## src/rtl/uart_arb_if.sv

```systemverilog
// Bundle between the UART transmit arbiter, its byte requesters and the UART_tx
// core. master is the arbiter's view; slave is the requester and UART side.
interface uart_arb_if #(
    parameter int NUM_REQ = 4
) ();
    localparam int OW = $clog2(NUM_REQ);

    logic [NUM_REQ-1:0]   req;
    logic [8*NUM_REQ-1:0] req_data;
    logic [NUM_REQ-1:0]   req_last;
    logic [NUM_REQ-1:0]   ack;
    logic [OW-1:0]        owner;
    logic                 busy;
    logic                 trmt;
    logic [7:0]           tx_data;
    logic                 tx_done;
    logic                 timeout_err;

    modport master (
        input  req, req_data, req_last, tx_done,
        output ack, owner, busy, trmt, tx_data, timeout_err
    );

    modport slave (
        output req, req_data, req_last, tx_done,
        input  ack, owner, busy, trmt, tx_data, timeout_err
    );
endinterface

```

## src/rtl/uart_tx_arbiter.sv

```systemverilog
// Round-robin scheduler sharing one UART_tx among NUM_REQ byte sources; a source
// can hold the line across a multi-byte frame so frames never interleave.
module uart_tx_arbiter #(
    parameter int NUM_REQ      = 4,
    parameter int TX_TIMEOUT   = 65535,
    parameter int LOCK_TIMEOUT = 4095
) (
    input  logic       clk,
    input  logic       rst,
    uart_arb_if.master bus
);
    localparam int OW = $clog2(NUM_REQ);
    localparam int SW = OW + 1;

    localparam logic [2:0] S_IDLE  = 3'd0;
    localparam logic [2:0] S_LOAD  = 3'd1;
    localparam logic [2:0] S_BLANK = 3'd2;
    localparam logic [2:0] S_WAIT  = 3'd3;
    localparam logic [2:0] S_LOCK  = 3'd4;

    localparam logic [15:0]   TX_TERM   = 16'(TX_TIMEOUT - 1);
    localparam logic [15:0]   LOCK_TERM = 16'(LOCK_TIMEOUT - 1);
    localparam logic [OW-1:0] OWNER_RST = OW'(NUM_REQ - 1);

    logic [2:0]         state_reg, state_next;
    logic [OW-1:0]      owner_reg, owner_next;
    logic               lock_reg, lock_next;
    logic [15:0]        cnt_reg, cnt_next;
    logic               timeout_err_reg, timeout_err_next;
    logic               trmt_reg;
    logic [NUM_REQ-1:0] ack_reg, ack_next;
    logic [7:0]         tx_data_reg;
    logic               busy_reg;
    logic               load_go;

    logic [NUM_REQ-1:0] hit;
    logic [OW-1:0]      cand [NUM_REQ];
    logic [7:0]         data_byte [NUM_REQ];
    logic               rr_any;
    logic [OW-1:0]      rr_winner;

    // Candidate gi is the requester gi+1 places after the current owner, so
    // the lowest-numbered hit is the round-robin winner.
    genvar gi;
    generate
        for (gi = 0; gi < NUM_REQ; gi++) begin : g_rr
            logic [SW-1:0] sum;
            assign sum       = SW'(owner_reg) + SW'(gi + 1);
            assign cand[gi]  = OW'((sum >= SW'(NUM_REQ)) ? sum - SW'(NUM_REQ) : sum);
            assign hit[gi]   = bus.req[cand[gi]];
            assign data_byte[gi] = bus.req_data[8*gi+7:8*gi];
            assign ack_next[gi]  = load_go && (owner_next == OW'(gi));
        end
    endgenerate

    always_comb begin
        rr_any    = |hit;
        rr_winner = cand[0];
        for (int k = NUM_REQ - 1; k >= 0; k--) begin
            if (hit[k]) begin
                rr_winner = cand[k];
            end
        end
    end

    always_comb begin
        state_next       = state_reg;
        owner_next       = owner_reg;
        lock_next        = lock_reg;
        timeout_err_next = timeout_err_reg;
        case (state_reg)
            S_IDLE: begin
                if (rr_any) begin
                    state_next = S_LOAD;
                    owner_next = rr_winner;
                end
            end
            S_LOAD: begin
                state_next = S_BLANK;
                lock_next  = !bus.req_last[owner_reg];
            end
            S_BLANK: begin
                state_next = S_WAIT;
            end
            S_WAIT: begin
                // tx_done outranks a timeout landing in the same cycle
                if (bus.tx_done) begin
                    if (!lock_reg) begin
                        state_next = S_IDLE;
                    end else if (bus.req[owner_reg]) begin
                        state_next = S_LOAD;
                    end else begin
                        state_next = S_LOCK;
                    end
                end else if (cnt_reg == TX_TERM) begin
                    state_next       = S_IDLE;
                    lock_next        = 1'b0;
                    timeout_err_next = 1'b1;
                end
            end
            S_LOCK: begin
                if (bus.req[owner_reg]) begin
                    state_next = S_LOAD;
                end else if (cnt_reg == LOCK_TERM) begin
                    state_next = S_IDLE;
                    lock_next  = 1'b0;
                end
            end
            default: begin
                state_next = S_IDLE;
                lock_next  = 1'b0;
            end
        endcase

        load_go = (state_next == S_LOAD);

        if (state_next != state_reg) begin
            cnt_next = '0;
        end else if (cnt_reg == 16'hFFFF) begin
            cnt_next = cnt_reg;
        end else begin
            cnt_next = cnt_reg + 16'd1;
        end
    end

    // tx_data is captured on entry to LOAD so it is valid alongside trmt.
    always_ff @(posedge clk) begin
        if (rst) begin
            state_reg       <= S_IDLE;
            owner_reg       <= OWNER_RST;
            lock_reg        <= 1'b0;
            cnt_reg         <= '0;
            timeout_err_reg <= 1'b0;
            trmt_reg        <= 1'b0;
            ack_reg         <= '0;
            tx_data_reg     <= 8'h00;
            busy_reg        <= 1'b0;
        end else begin
            state_reg       <= state_next;
            owner_reg       <= owner_next;
            lock_reg        <= lock_next;
            cnt_reg         <= cnt_next;
            timeout_err_reg <= timeout_err_next;
            trmt_reg        <= load_go;
            ack_reg         <= ack_next;
            busy_reg        <= (state_next != S_IDLE);
            if (load_go) begin
                tx_data_reg <= data_byte[owner_next];
            end
        end
    end

    assign bus.ack         = ack_reg;
    assign bus.owner       = owner_reg;
    assign bus.busy        = busy_reg;
    assign bus.trmt        = trmt_reg;
    assign bus.tx_data     = tx_data_reg;
    assign bus.timeout_err = timeout_err_reg;
endmodule
```

## src/flat_wrapper.sv

```systemverilog
// flat-port wrapper written by rule: the top's interface ports become plain ports
module uart_tx_arbiter_flat 
#(
    parameter int NUM_REQ      = 4,
    parameter int TX_TIMEOUT   = 65535,
    parameter int LOCK_TIMEOUT = 4095
)
  (clk, rst, bus_req, bus_req_data, bus_req_last, bus_tx_done, bus_ack, bus_owner, bus_busy, bus_trmt, bus_tx_data, bus_timeout_err);
  uart_arb_if #(.NUM_REQ(NUM_REQ)) bus_i ();
  input  logic clk;
  input  logic rst;
  input wire logic [$bits(bus_i.req)-1:0] bus_req;
  input wire logic [$bits(bus_i.req_data)-1:0] bus_req_data;
  input wire logic [$bits(bus_i.req_last)-1:0] bus_req_last;
  input wire logic [$bits(bus_i.tx_done)-1:0] bus_tx_done;
  output wire logic [$bits(bus_i.ack)-1:0] bus_ack;
  output wire logic [$bits(bus_i.owner)-1:0] bus_owner;
  output wire logic [$bits(bus_i.busy)-1:0] bus_busy;
  output wire logic [$bits(bus_i.trmt)-1:0] bus_trmt;
  output wire logic [$bits(bus_i.tx_data)-1:0] bus_tx_data;
  output wire logic [$bits(bus_i.timeout_err)-1:0] bus_timeout_err;
  assign bus_i.req = bus_req;
  assign bus_i.req_data = bus_req_data;
  assign bus_i.req_last = bus_req_last;
  assign bus_i.tx_done = bus_tx_done;
  assign bus_ack = bus_i.ack;
  assign bus_owner = bus_i.owner;
  assign bus_busy = bus_i.busy;
  assign bus_trmt = bus_i.trmt;
  assign bus_tx_data = bus_i.tx_data;
  assign bus_timeout_err = bus_i.timeout_err;
  uart_tx_arbiter #(.NUM_REQ(NUM_REQ), .TX_TIMEOUT(TX_TIMEOUT), .LOCK_TIMEOUT(LOCK_TIMEOUT)) u_core (.clk(clk), .rst(rst), .bus(bus_i));
endmodule
```

## config.mk

```make
export PLATFORM = sky130hd
export DESIGN_NAME = uart_tx_arbiter_flat
export DESIGN_NICKNAME = d
export VERILOG_FILES = /design/src/rtl/uart_arb_if.sv /design/src/rtl/uart_tx_arbiter.sv /design/src/flat_wrapper.sv
export SDC_FILE = /design/constraint.sdc
export NUM_CORES = 1
export LEC_CHECK = 0
export ABC_AREA = 1
export BUFFER_PORTS_ARGS = -buffer_cell sky130_fd_sc_hd__buf_4
export CORE_ASPECT_RATIO = 0.8
export CORE_UTILIZATION = 30
export CTS_CLUSTER_SIZE = 12
export DETAILED_ROUTE_END_ITERATION = 6
export MAX_ROUTING_LAYER = met4
export REMOVE_ABC_BUFFERS = 1
export SLEW_MARGIN = 15
export SYNTH_ARGS = -nofsm -noshare
export SYNTH_HDL_FRONTEND = slang
export SYNTH_SLANG_ARGS = --single-unit
```

## constraint.sdc

```tcl
create_clock -name clk -period 1.65 [get_ports clk]
set_input_delay 0 -clock clk [delete_from_list [all_inputs] [get_ports clk]]
set_output_delay 0 -clock clk [all_outputs]
set_load 0.01 [all_outputs]
```

Word level (Yosys, flattened, before mapping). Index checks and enable logic that the tools add are counted.

Flip-flop bits (word level): 37. Output and inout bits: 17.

Add/sub/neg operators: 9. Order comparisons: 10. Equality and inequality tests: 16. Mux-type cells: 38. Bitwise operators: 3. Reduce and logical (&&, ||, !) cells: 13.

Operator list (number): $eq 16x16->1 const B (2); $mux 3 (7); $mux 2 (10); $add 16x1->16 const B (1); $bmux 8 s2 (1); $eq 16x12->1 const B (1); $mux 8 (2); $ge 3x3->1 const B (5); $lt 2x3->1 const B (5); $pmux 3 s5 (1); $bmux 1 s2 (6); $mux 1 (10); $sub 2x1->2 const B (4); $add 2x2->3 const B (2); $eq 3x1->1 const B (2); $eq 3x2->1 const B (2); $reduce_and 5->1 (1); $eq 2x2->1 const B (2); $logic_and 1x1->1 (4); $ne 2x1->1 const B (2); $ne 2x2->1 const B (2); $pmux 1 s4 (1); $reduce_or 2->1 (2); $reduce_or 4->1 (1); other kinds (12) (13).

Depth between registers and ports, before layout.
Depth in word-level cells: 15. Gate-level depth with buffers: 16. Gate-level depth less buffers: 16.

Worst setup path after synthesis. Ideal clock, no wire load.

Path kind: register to register. From: register u_core.owner_reg[0] (netlist: u_core.bus.owner[0]). To: register u_core.cnt_reg[13]. Arrival time: 1678 ps. Data required time: 1588 ps. Path slack: -90 ps. Stages on the path, launching flop included: 12. Path buffers: 2. Clock period less this slack: 1740 ps. Cell sequence: dfxtp_1 -> buf_6 -> nand2_2 -> nand3_2 -> nand2_2 -> inv_2 -> nor2_1 -> nor3_4 -> a21boi_2 -> nand3_4 -> buf_12 -> nor2_2.

Cells in the longest elaborated chain, start to end: 10.

Ends and longest elaborated chain: start: declaration (RTL line uart_tx_arbiter.sv:26) `logic [OW-1:0] owner_reg, owner_next;`; start signal: assignment (RTL line uart_tx_arbiter.sv:140) `owner_reg <= owner_next;`; $add 2x3->3 (tied with other cells) (RTL line uart_tx_arbiter.sv:48) `assign sum = SW'(owner_reg) + SW'(gi + 1);`; $ge 3x3->1 / $sub 2x1->2 (equally long branches) (RTL line uart_tx_arbiter.sv:49) `assign cand[gi] = OW'((sum >= SW'(NUM_REQ)) ? sum - SW'(NUM_REQ) : sum);`; $mux 2 (RTL line uart_tx_arbiter.sv:49); $bmux 1 s2 (RTL line uart_tx_arbiter.sv:50) `assign hit[gi] = bus.req[cand[gi]];`; $mux 1 (implied by the code) (RTL line uart_tx_arbiter.sv:50); $reduce_or 4->1 (RTL line uart_tx_arbiter.sv:57) `rr_any = |hit;`; $mux 3 (RTL line uart_tx_arbiter.sv:73) `if (rr_any) begin`; $pmux 3 s5 (*) (RTL line uart_tx_arbiter.sv:71) `case (state_reg)`; $ne 3x3->1 (*) (RTL line uart_tx_arbiter.sv:117) `if (state_next != state_reg) begin`; $reduce_or 2->1 (no line) (*); end signal: assignment (RTL line uart_tx_arbiter.sv:142) `cnt_reg <= cnt_next;`; end: declaration (RTL line uart_tx_arbiter.sv:28) `logic [15:0] cnt_reg, cnt_next;`.

Every way passes the cells marked *; elsewhere a longest branch is shown, timed or not. The select of a mux whose other input is x is not followed. A chain may end at the register's enable or synchronous reset.

Worst setup path in the final report.
From: register u_core.cnt_reg[11]. To: register u_core.cnt_reg[12].

Cells in the longest elaborated chain, start to end: 6.

Ends and longest elaborated chain (RTL line): $eq 16x12->1 / $eq 16x16->1 (equally long branches) (uart_tx_arbiter.sv:104, uart_tx_arbiter.sv:95); $mux 3 (on tied branches) (uart_tx_arbiter.sv:104, uart_tx_arbiter.sv:95); $mux 3 (on tied branches) (uart_tx_arbiter.sv:102, uart_tx_arbiter.sv:87); $pmux 3 s5 (uart_tx_arbiter.sv:71); $ne 3x3->1 (uart_tx_arbiter.sv:117); $reduce_or 2->1 (no line).

Several ways; a longest one is shown, not always the timed one.

==> impl_results.md <==
- WP data arrival: 2.09 ns
- Largest net degree at the start of global routing: 17
- Site Rows: 29
- Fillers: 811
- Vias per std cell: 4.389
- CTS Buf Count: 5
- Setup Crit Path Kind: register to register
- Sequential Area: 754.5 µm²
- Cells after Synth: 367
- Routed wl met3: 236 µm
- Cell family with most CP delay: simple AND/OR/NAND/NOR gates
- Yosys cell types: 36
- GRT Resource Usage Total: 0.1695
- CP required: 1.88 ns
- Startpoint types: register
- Final TNS setup: -4.782 ns
- Clock Latency Late Sink: 0.29 ns
- DR vias: 2,721
- Peak VDD IR: 0.8737 mV
- Final max-slew violation count: 0
- Pre-antenna DRT Iters: 4
- Die area: 8487 µm²
- Switching share of power: 0.4338
- DRC: 0
- Fin. Hold Viols: 0
- Hpwl dp: 5166 µm
- Crit path max fanout: 8
- Share of post-route cells with drive strength above 1: 0.4570
- Leakage Power: 1.989 nW
- Crit-path slowest cell: dfxtp_2
- Top Layer Used: met4
- Clock skew: 0.006894 ns
- Critical R2R Launch: u_core.cnt_reg[11]
- Unrepaired setup endpoints after global routing: true
- H-tree levels: 2
- Max Fclk: 538.9 MHz
- Logic pwr share: 0.685
- Longest Clk Path Bufs: 2
- Post-Route WL: 6920 µm
- Number of flip-flops in the largest register: 16
- Total congestion overflow: 0
- Detailed Route Iter0 Violations: 50
- Max stage delay on crit path: 0.34 ns
- Most frequent CP cell: nor2_4
- Synthesis-to-layout area growth: 62.35%
- Min Clock Period, post-route: 1.856 ns
- # setup viols final: 30
- Netlist Area Pre-Place: 2436 µm²
- Finished Cell Area: 3955 µm²
- Worst path bufs/invs: 3
- Period utilization: 1.125
- Clock slew at reported path FFs: 0.08 ns
- Post-DR wirelength/cell: 11.16 µm
- Root buffer cell: clkbuf_8
- Number of synthesized flops with an enable pin: 0
- Fin cells: 620
- Worst setup margin: -0.2058 ns
- Antenna cell count: 0
- PortBufs: 59
- Num ports: 60
- Die W: 102.8 µm
- Failing checks: setup timing
- Total of max-cap violations: 0
- Hold Startpoint: bus_req_data[21]
- Multi-input gate area: 1642 µm²
- Routed met2 length: 3178 µm
- Status: complete, but fails checks
- ANT nets after route: 0
- Nets: 556
- Seq/Total Area, Yosys: 0.3041
- Ys async rst share: 0
- Part of the power in registers: 0.189
- Die Ht: 82.60 µm
- Psw: 2.762 mW
- Actual slew at the worst max-slew pin: 0.3372 ns
- Warnings, synthesis: 0
- Core area: 7910 µm²
- Pint: 3.605 mW
- CTS tree: built
- Relative slew slack: 0.7731
- CP startpoint: u_core.cnt_reg[11]
- CP Cell Sequence: inv_2, nor3_4, nand4_4, nor2_4, nor2_4, nor2_4, buf_4, xor2_4, nand3_4, clkbuf_16, nor2_2
- P per Cell Area: 1610 nW/µm²
- First-pass GRT wire length: 11,030 µm
- Ys flop type: dfxtp_1
- Antenna violations before repair: 0
- Dpl cell area: 3480 µm²
- Vias in the first global route: 2,520
- Sink Count: 37
- DRT met1 WL: 3484 µm
- Avg Inst Size Synth: 6.638 µm²
- Worst Setup End Kind: register
- Hold Crit Class: input port to register
- Register bit total from synthesis: 37
- Initial Utilization: 0.3080
- Power share of the clock group: 0.126
- Global placement routability congestion: 0.9033
- Inst Count DP: 596
[what timing repair did]
item                                    4_1_cts  5_1_grt
setup buffers                                 5        7
hold buffers                                  1        0
endpoints found under the setup margin       31       33
pin swaps                                     1       16
cloned                                        1        2
endpoints found under the hold margin         5        0
resized for setup                            20       51
[routing by layer]
metal | up-vias | track usage
met3 | 4 | 0.02525
met4 | 0 | 0.04366
met1 | 1220 | 0.2256
li1 | 1446 | -
met5 | - | -
met2 | 51 | 0.2693
[cells by family (layout without fill, tap and decap cells)]
logic type,count (synthesis),in the layout,share of synthesized area
adders and majority gates,2,2,0.01027
buffers and inverters,50,193,0.1012
xor gates and xnor gates,14,14,0.05342
DFF,37,37,0.3041
AOI/OAI and AO/OA,25,25,0.06420
and+or+nand+nor,239,241,0.4669
[final timing paths]
| check | slack, ns | to | cells past startpoint |
|---|---|---|---|
| worst max-delay path | -0.21 | u_core.cnt_reg[12] | 11 |
| worst min-delay path | 0.02 | u_core.bus.tx_data[5] | 5 |
| worst max register to register | -0.21 | u_core.cnt_reg[12] | 11 |
| worst min register to register | 0.48 | u_core.bus.timeout_err | 2 |
[metrics by stage]
step                power [mW]  utilization  worst slack [ns]  hold slack [ns]
global placement         4.635       0.4399           -0.2888           0.2190
global route             6.905       0.5000           -0.3278          0.03288
finish                   6.367       0.5000           -0.2058          0.02181
detailed placement       4.700       0.4399           -0.2687           0.2228
floorplan                3.137            -           -0.6056          0.06907
CTS                      5.795       0.4679           -0.1830         0.007079
[worst reg2reg max path, stage by stage (launching register included)]
cell	delay [ns]
dfxtp_2	0.34
inv_2	0.05
nor3_4	0.24
nand4_4	0.14
nor2_4	0.14
nor2_4	0.05
nor2_4	0.12
buf_4	0.15
xor2_4	0.16
nand3_4	0.12
clkbuf_16	0.20
nor2_2	0.08
[power groups by stage]
stage | combinational, mW | clock [mW] | sequential, mW
global route | 4.81 | 0.867 | 1.23
global placement | 3.45 | 0 | 1.19
finish | 4.36 | 0.800 | 1.21
detailed placement | 3.51 | 0 | 1.19
floorplan | 1.86 | 0 | 1.28
CTS | 3.79 | 0.826 | 1.18
[cell type report]
cell class              instances  share of cell area
multi-input cells             282              0.4151
repair buffers                144              0.2914
flip-flops and latches         37              0.1908
inverters                      41             0.04049
well taps                     108             0.03417
clock buffers                   6             0.01835
clock inverters                 2            0.009807
[cells in the mapped netlist (2+ instances only)]
master / count / share of area
nand2_1: 113 / 0.17
nor2_1: 45 / 0.069
dfxtp_1: 37 / 0.30
nand3_1: 37 / 0.076
inv_1: 35 / 0.054
nand2_2: 8 / 0.021
nor2_2: 8 / 0.021
xor2_1: 8 / 0.029
nor2_4: 7 / 0.032
nor3_1: 7 / 0.014
o21ai_0: 7 / 0.014
inv_2: 6 / 0.0092
o21ai_1: 5 / 0.010
xnor2_1: 5 / 0.018
a21oi_1: 4 / 0.0082
buf_2: 3 / 0.0062
buf_6: 3 / 0.014
nand4_1: 3 / 0.0077
nor4_1: 3 / 0.0077
a31oi_1: 2 / 0.0051
buf_12: 2 / 0.016
ha_1: 2 / 0.010
nand3_2: 2 / 0.0082
nor3_4: 2 / 0.013
o22ai_1: 2 / 0.0051
[cells in the final DEF (no fill, tap or decap), types with 10 or more instances in the layout]
| cell | netlist | routed |
|---|---|---|
| nand2_2 | 8 | 20 |
| buf_4 | 0 | 133 |
| inv_1 | 35 | 32 |
| nor2_1 | 45 | 38 |
| nand3_1 | 37 | 37 |
| nor2_4 | 7 | 10 |
| nand2_4 | 0 | 12 |
| dfxtp_1 | 37 | 30 |
| nand2_1 | 113 | 91 |
| nor2_2 | 8 | 12 |
No activity file was read; power rests on OpenSTA's default activity.
